<file path="config.mk">
export PLATFORM = sky130hd
export DESIGN_NAME = uart_return_arbiter
export DESIGN_NICKNAME = d
export VERILOG_FILES = /design/src/rtl/uart_route_pkg.sv /design/src/rtl/uart_tx_core.sv /design/src/rtl/uart_return_arbiter.sv
export SDC_FILE = /design/constraint.sdc
export NUM_CORES = 1
export LEC_CHECK = 0
export ABC_AREA = 1
export ABC_CLOCK_PERIOD_IN_PS = 3200
export BUFFER_PORTS_ARGS = -buffer_cell sky130_fd_sc_hd__buf_2
export CAP_MARGIN = 10
export CORE_AREA = 3 3 117 119
export CTS_CLUSTER_SIZE = 16
export DETAILED_ROUTE_END_ITERATION = 10
export DIE_AREA = 0 0 120 122
export GPL_TIMING_DRIVEN = 0
export PLACE_DENSITY = 0.42
export SYNTH_ARGS = -nofsm -noshare
export SYNTH_HDL_FRONTEND = slang
export SYNTH_HIERARCHICAL = 1
export SYNTH_SLANG_ARGS = --single-unit
export TNS_END_PERCENT = 50
</file>
<file path="constraint.sdc">
create_clock -name clk_i -period 3.2 [get_ports clk_i]
set_clock_uncertainty 0.1 [all_clocks]
set_input_delay 0.32 -clock clk_i [delete_from_list [all_inputs] [get_ports clk_i]]
set_output_delay 0.32 -clock clk_i [all_outputs]
set_load 0.02 [all_outputs]
</file>
<file path="src/rtl/uart_route_pkg.sv">
// Shared types and helpers for the FPGA UART routing blocks
// (uart_router and uart_return_arbiter).
package uart_route_pkg;

    typedef enum logic {
        SRC_CROC = 1'b0,
        SRC_STM  = 1'b1
    } src_id_e;

    typedef enum logic [1:0] {
        IDLE,
        HDR,
        DATA
    } arb_state_e;

    localparam logic [7:0] HEADER_BASE_DEFAULT = 8'hA0;

    function automatic int unsigned baud_div(input int unsigned clk, input int unsigned baud);
        return clk / baud;
    endfunction

endpackage

</file>
<file path="src/rtl/uart_tx_core.sv">
// 8N1 serializer with a valid/ready byte input; ready only while idle,
// so back-to-back bytes leave exactly one idle-high cycle between frames.
module uart_tx_core #(
    parameter int unsigned BaudDiv = 160
) (
    input  logic       clk_i,
    input  logic       rst_i,
    input  logic [7:0] data_i,
    input  logic       valid_i,
    output logic       ready_o,
    output logic       tx_o
);

    localparam int unsigned CW = $clog2(BaudDiv);
    localparam logic [CW-1:0] BAUD_LAST = CW'(BaudDiv - 1);

    logic          busy_q, busy_d;
    logic          tx_q, tx_d;
    logic [CW-1:0] baud_cnt_q, baud_cnt_d;
    logic [3:0]    bit_idx_q, bit_idx_d;
    logic [8:0]    shreg_q, shreg_d;

    // bit_idx 0 is the start bit, 1..8 data, 9 the stop bit
    always_comb begin
        busy_d     = busy_q;
        tx_d       = tx_q;
        baud_cnt_d = baud_cnt_q;
        bit_idx_d  = bit_idx_q;
        shreg_d    = shreg_q;
        if (!busy_q) begin
            if (valid_i) begin
                busy_d     = 1'b1;
                tx_d       = 1'b0;
                baud_cnt_d = '0;
                bit_idx_d  = '0;
                shreg_d    = {1'b1, data_i};
            end
        end else if (baud_cnt_q == BAUD_LAST) begin
            baud_cnt_d = '0;
            if (bit_idx_q == 4'd9) begin
                busy_d = 1'b0;
            end else begin
                tx_d      = shreg_q[0];
                shreg_d   = {1'b1, shreg_q[8:1]};
                bit_idx_d = bit_idx_q + 4'd1;
            end
        end else begin
            baud_cnt_d = baud_cnt_q + 1'b1;
        end
    end

    always_ff @(posedge clk_i) begin
        if (rst_i) begin
            busy_q     <= 1'b0;
            tx_q       <= 1'b1;
            baud_cnt_q <= '0;
            bit_idx_q  <= '0;
            shreg_q    <= '1;
        end else begin
            busy_q     <= busy_d;
            tx_q       <= tx_d;
            baud_cnt_q <= baud_cnt_d;
            bit_idx_q  <= bit_idx_d;
            shreg_q    <= shreg_d;
        end
    end

    assign ready_o = ~busy_q;
    assign tx_o    = tx_q;

endmodule

</file>
<file path="src/rtl/uart_return_arbiter.sv">
// Merges CROC and STM32 byte streams onto the PC UART TX line, prefixing
// each frame with a source tag byte; round-robin per frame with burst cap and gap close.
module uart_return_arbiter
    import uart_route_pkg::*;
#(
    parameter int unsigned ClkFreq    = 20000000,
    parameter int unsigned BaudRate   = 125000,
    parameter logic [7:0]  HeaderBase = HEADER_BASE_DEFAULT,
    parameter int unsigned MaxBurst   = 64,
    parameter int unsigned GapCycles  = 3200
) (
    input  logic            clk_i,
    input  logic            rst_i,
    input  logic [1:0][7:0] src_data_i,
    input  logic [1:0]      src_valid_i,
    input  logic [1:0]      src_last_i,
    output logic [1:0]      src_ready_o,
    output logic            uart_tx_o,
    output logic            busy_o,
    output logic            grant_o
);

    localparam int unsigned BaudDiv = baud_div(ClkFreq, BaudRate);
    localparam int unsigned BW      = $clog2(MaxBurst + 1);
    localparam int unsigned GW      = $clog2(GapCycles + 1);
    localparam logic [BW-1:0] BURST_MAX = BW'(MaxBurst);
    localparam logic [GW-1:0] GAP_MAX   = GW'(GapCycles);

    if (BaudDiv < 2 || BaudDiv * BaudRate != ClkFreq) begin : g_baud_check
        $error("uart_return_arbiter: ClkFreq/BaudRate must be an integer of at least 2");
    end

    arb_state_e    state_q, state_d;
    src_id_e       grant_q, grant_d;
    src_id_e       rr_ptr_q, rr_ptr_d;
    logic [BW-1:0] byte_cnt_q, byte_cnt_d, byte_inc;
    logic [GW-1:0] gap_cnt_q, gap_cnt_d, gap_inc;

    logic       tx_valid;
    logic       tx_ready;
    logic [7:0] tx_data;

    assign byte_inc = (byte_cnt_q == BURST_MAX) ? byte_cnt_q : byte_cnt_q + 1'b1;
    assign gap_inc  = (gap_cnt_q == GAP_MAX) ? gap_cnt_q : gap_cnt_q + 1'b1;

    always_comb begin
        state_d     = state_q;
        grant_d     = grant_q;
        rr_ptr_d    = rr_ptr_q;
        byte_cnt_d  = byte_cnt_q;
        gap_cnt_d   = gap_cnt_q;
        tx_valid    = 1'b0;
        tx_data     = HeaderBase | {7'b0, grant_q};
        src_ready_o = '0;
        case (state_q)
            IDLE: begin
                if (|src_valid_i) begin
                    grant_d = src_valid_i[rr_ptr_q] ? rr_ptr_q : src_id_e'(~rr_ptr_q);
                    state_d = HDR;
                end
            end
            HDR: begin
                tx_valid = 1'b1;
                if (tx_ready) begin
                    state_d    = DATA;
                    byte_cnt_d = '0;
                    gap_cnt_d  = '0;
                end
            end
            DATA: begin
                src_ready_o[grant_q] = tx_ready;
                tx_valid             = src_valid_i[grant_q];
                tx_data              = src_data_i[grant_q];
                // Frame closes on last, burst cap or idle gap; all hand priority to the other source
                if (src_valid_i[grant_q] && tx_ready) begin
                    byte_cnt_d = byte_inc;
                    gap_cnt_d  = '0;
                    if (src_last_i[grant_q] || byte_inc == BURST_MAX) begin
                        state_d  = IDLE;
                        rr_ptr_d = src_id_e'(~grant_q);
                    end
                end else if (!src_valid_i[grant_q]) begin
                    gap_cnt_d = gap_inc;
                    if (gap_inc == GAP_MAX) begin
                        state_d  = IDLE;
                        rr_ptr_d = src_id_e'(~grant_q);
                    end
                end
            end
            default: state_d = IDLE;
        endcase
    end

    always_ff @(posedge clk_i) begin
        if (rst_i) begin
            state_q    <= IDLE;
            grant_q    <= SRC_CROC;
            rr_ptr_q   <= SRC_CROC;
            byte_cnt_q <= '0;
            gap_cnt_q  <= '0;
        end else begin
            state_q    <= state_d;
            grant_q    <= grant_d;
            rr_ptr_q   <= rr_ptr_d;
            byte_cnt_q <= byte_cnt_d;
            gap_cnt_q  <= gap_cnt_d;
        end
    end

    uart_tx_core #(
        .BaudDiv (BaudDiv)
    ) u_tx (
        .clk_i   (clk_i),
        .rst_i   (rst_i),
        .data_i  (tx_data),
        .valid_i (tx_valid),
        .ready_o (tx_ready),
        .tx_o    (uart_tx_o)
    );

    assign busy_o  = (state_q != IDLE) || !tx_ready;
    assign grant_o = grant_q;

endmodule

</file>
==> results.toml <==
[global_route]
grt-ovfl-total = 0
grt_pass1_wl_um = 13200
antenna_found_initial = 0
grt_pass1_vias = 2820
grt_max_degree = 15
grtUsageTotal = 0.112

[routing]
routed_via_density = 4.33
ant_nets = 0
drc_errors = 0
m1WireLength_um = 3680
drtIter0Drc = 208
met3_length_um = 231
vias = 2878
totalWireLength_um = 7720
routedWlPerCell_um = 11.6
first_pass_iters = 4
top_layer_used = "met4"
wl_met2_um = 3680

[synthesis]
synth-edff-count = 0
synth_seq_cells = 45
syn_avg_cell_area_um2 = 6.40
yosysTopAreaCell = "dfxtp_1"
yosys.area.top_type_share = 0.307
synth_area_leaders = "dfxtp_1, nand2_1, nand3_1, nor2_1, inv_1"
yosysSeqAreaShare = 0.307
ys_warn_count = 6
synthFlopType = "dfxtp_1"
syn_nets = 492
synthDistinctLibCells = 33
synthArstFlopShare = 0
synth_cells = 459
syn_area_mm2 = 0.00294

[placed_design]
place_inst = 657
gp_congestion = 0.747
port_buffers = 26
detailed_place_hpwl_um = 5880
preCtsSetupSlack_ns = 0.836

[clocking]
post-cts-setup-buffer-count = 0
root_buffer = "clkbuf_16"
htree_levels = 2
insertion_delay_ns = 0.30
cts_resized = 0
cts_tree = "yes"
cts.path.max_buffers = 2
cts_made_buffers = 5
clkTransAtPathRegs_ns = 0.06
cts.sinks = 45
hold_buffers = 0

[power]
p_total_w = 0.00241
power_leakage_nw = 1.53
cellPowerDensity_mw_per_mm2 = 695
switching_share = 0.403
p_sw_w = 0.000973
p_seq_frac = 0.291
peakVddDrop_mv = 0.196
internal_power_w = 0.00144
pwr-share-clk = 0.285
combPwrFrac = 0.425

[cells_and_area]
antenna_cells = 0
drive_gt1_frac = 0.128
fin_nets = 525
final_cell_mix = "nand2_1, nor2_1, inv_1, nand3_1, dfxtp_1"
final_common_cell = "nand2_1"
area_delta_synth_final_pct = 18.2
fin_cells = 665

[sta]
worst_slack_ns = 0.791
tightest_slew_ns = 0.568
min_period_ns = 2.41
setup_violations = 0
fin_tns_setup_ns = 0
final.period_utilization = 0.753
max_slew_margin = 0.621
rsz0062_at_grt = "no"
drv_slew = 0
timing.fmax_mhz = 415
hold_viol = 0

[worst_setup_path]
crit_path_end_kind = "primary output"
start_kind = "flop"
arrival_ns = 1.99
critPathKind = "flop to primary output"
cp_common_cell = "inv_1"
cp_slowest_stage_delay_ns = 0.34
critPathSlowestCell = "dfxtp_1"
path_cells = "inv_1 > ha_1 > buf_2 > inv_1 > nor2_1 > inv_1 > nor2_1 > buf_2"
worst-path-buf-inv = 5
cpLargestDelayFamily = "buffers and inverters"
path_max_fanout = 10
cp.required_ns = 2.78

[floorplan]
io_pins = 27
start_util = 0.232
die_h_um = 122
dieArea_mm2 = 0.0146
num_rows = 41
die_w_um = 120
fp.coreArea_mm2 = 0.0127

[outcome]
outcome = "finished, final reports clean"

[worst_hold_path]
hp-class = "input port to flop"

[flow_run]
cap_violations = 0
sequential cells by signal (all words and copies together) (netlist names):
signal / flops
byte_cnt_q: 7
gap_cnt_q: 12
grant_o: 1
rr_ptr_q: 1
state_q: 2
u_tx/baud_cnt_q: 8
u_tx/bit_idx_q: 4
u_tx/busy_q: 1
u_tx/shreg_q: 8
u_tx/tx_o: 1
power groups by stage:
stage / Clock (W) / Combinational (W) / Sequential (W)
2_1_floorplan: 0 / 0.000771 / 0.000708
3_3_place_gp: 0 / 0.00104 / 0.000713
3_5_place_dp: 0 / 0.00105 / 0.000714
4_1_cts: 0.000706 / 0.00105 / 0.000702
5_1_grt: 0.000724 / 0.00118 / 0.000713
6_report: 0.000687 / 0.00102 / 0.000702
path summary, 6_finish.rpt:
kind                                 startpoint                end  slack [ns]  depth (start not counted)
worst max-delay path                 state_q[0]     src_ready_o[0]        0.79                          8
worst max register to register       state_q[0]    u_tx/shreg_q[7]        0.89                         12
worst min register to register  u_tx/shreg_q[1]    u_tx/shreg_q[1]        0.36                          2
worst min-delay path                      rst_i  u_tx/bit_idx_q[3]        0.18                          2
final cells by class:
class / instances / area [um^2]
buffer: 15 / 88.8
clock buffer: 5 / 125
fill: 1448 / 9200
sequential: 45 / 901
tap: 172 / 215
multi-input combinational: 347 / 1750
timing repair buffer: 26 / 130
clock inverter: 3 / 65.1
inverter: 52 / 195
worst register-to-register path, delay by kind of cell (launching register included):
kind	cells	cell delay, ns
DFF	1	0.39
buffers and inverters	5	0.73
AOI/OAI and AO/OA	2	0.30
adders and majority gates	1	0.19
and+or+nand+nor	4	0.47
cell usage after synthesis (all sizes together) (3+ instances only):
| cell type | n |
|---|---|
| nor2 | 65 |
| nand3 | 53 |
| dfxtp | 45 |
| clkbuf | 4 |
| o21ai | 6 |
| o211ai | 3 |
| a22o | 5 |
| or2 | 3 |
| ha | 11 |
| nand4 | 9 |
| buf | 11 |
| inv | 52 |
| a21oi | 32 |
| nand2 | 138 |
| xor2 | 9 |
through the flow:
| stage | instance area, um^2 | util | hold WS (ns) |
|---|---|---|---|
| finish | 3470 | 0.274 | 0.179 |
| global route | 3470 | 0.274 | 0.197 |
| CTS | 3470 | 0.274 | 0.175 |
| detailed placement | 3280 | 0.259 | 0.342 |
| global placement | 3280 | 0.259 | 0.339 |
| floorplan | 2940 | - | 0.289 |
cell families (layout without fill, tap and decap cells):
| group | Yosys count | count (layout) | synth area share |
|---|---|---|---|
| simple gates | 271 | 271 | 0.403 |
| buf+inv | 67 | 101 | 0.0968 |
| compound gates | 53 | 53 | 0.108 |
| flops | 45 | 45 | 0.307 |
| fa+ha+maj | 11 | 11 | 0.0469 |
| xor+xnor | 11 | 11 | 0.0354 |
| mux | 1 | 1 | 0.00341 |
metal layers:
metal,track usage,up-vias
li1,-,1539
met1,0.136,1296
met2,0.199,32
met3,0.0214,11
met4,0.0358,0
met5,0,-
No activity file was read; power rests on OpenSTA's default activity.
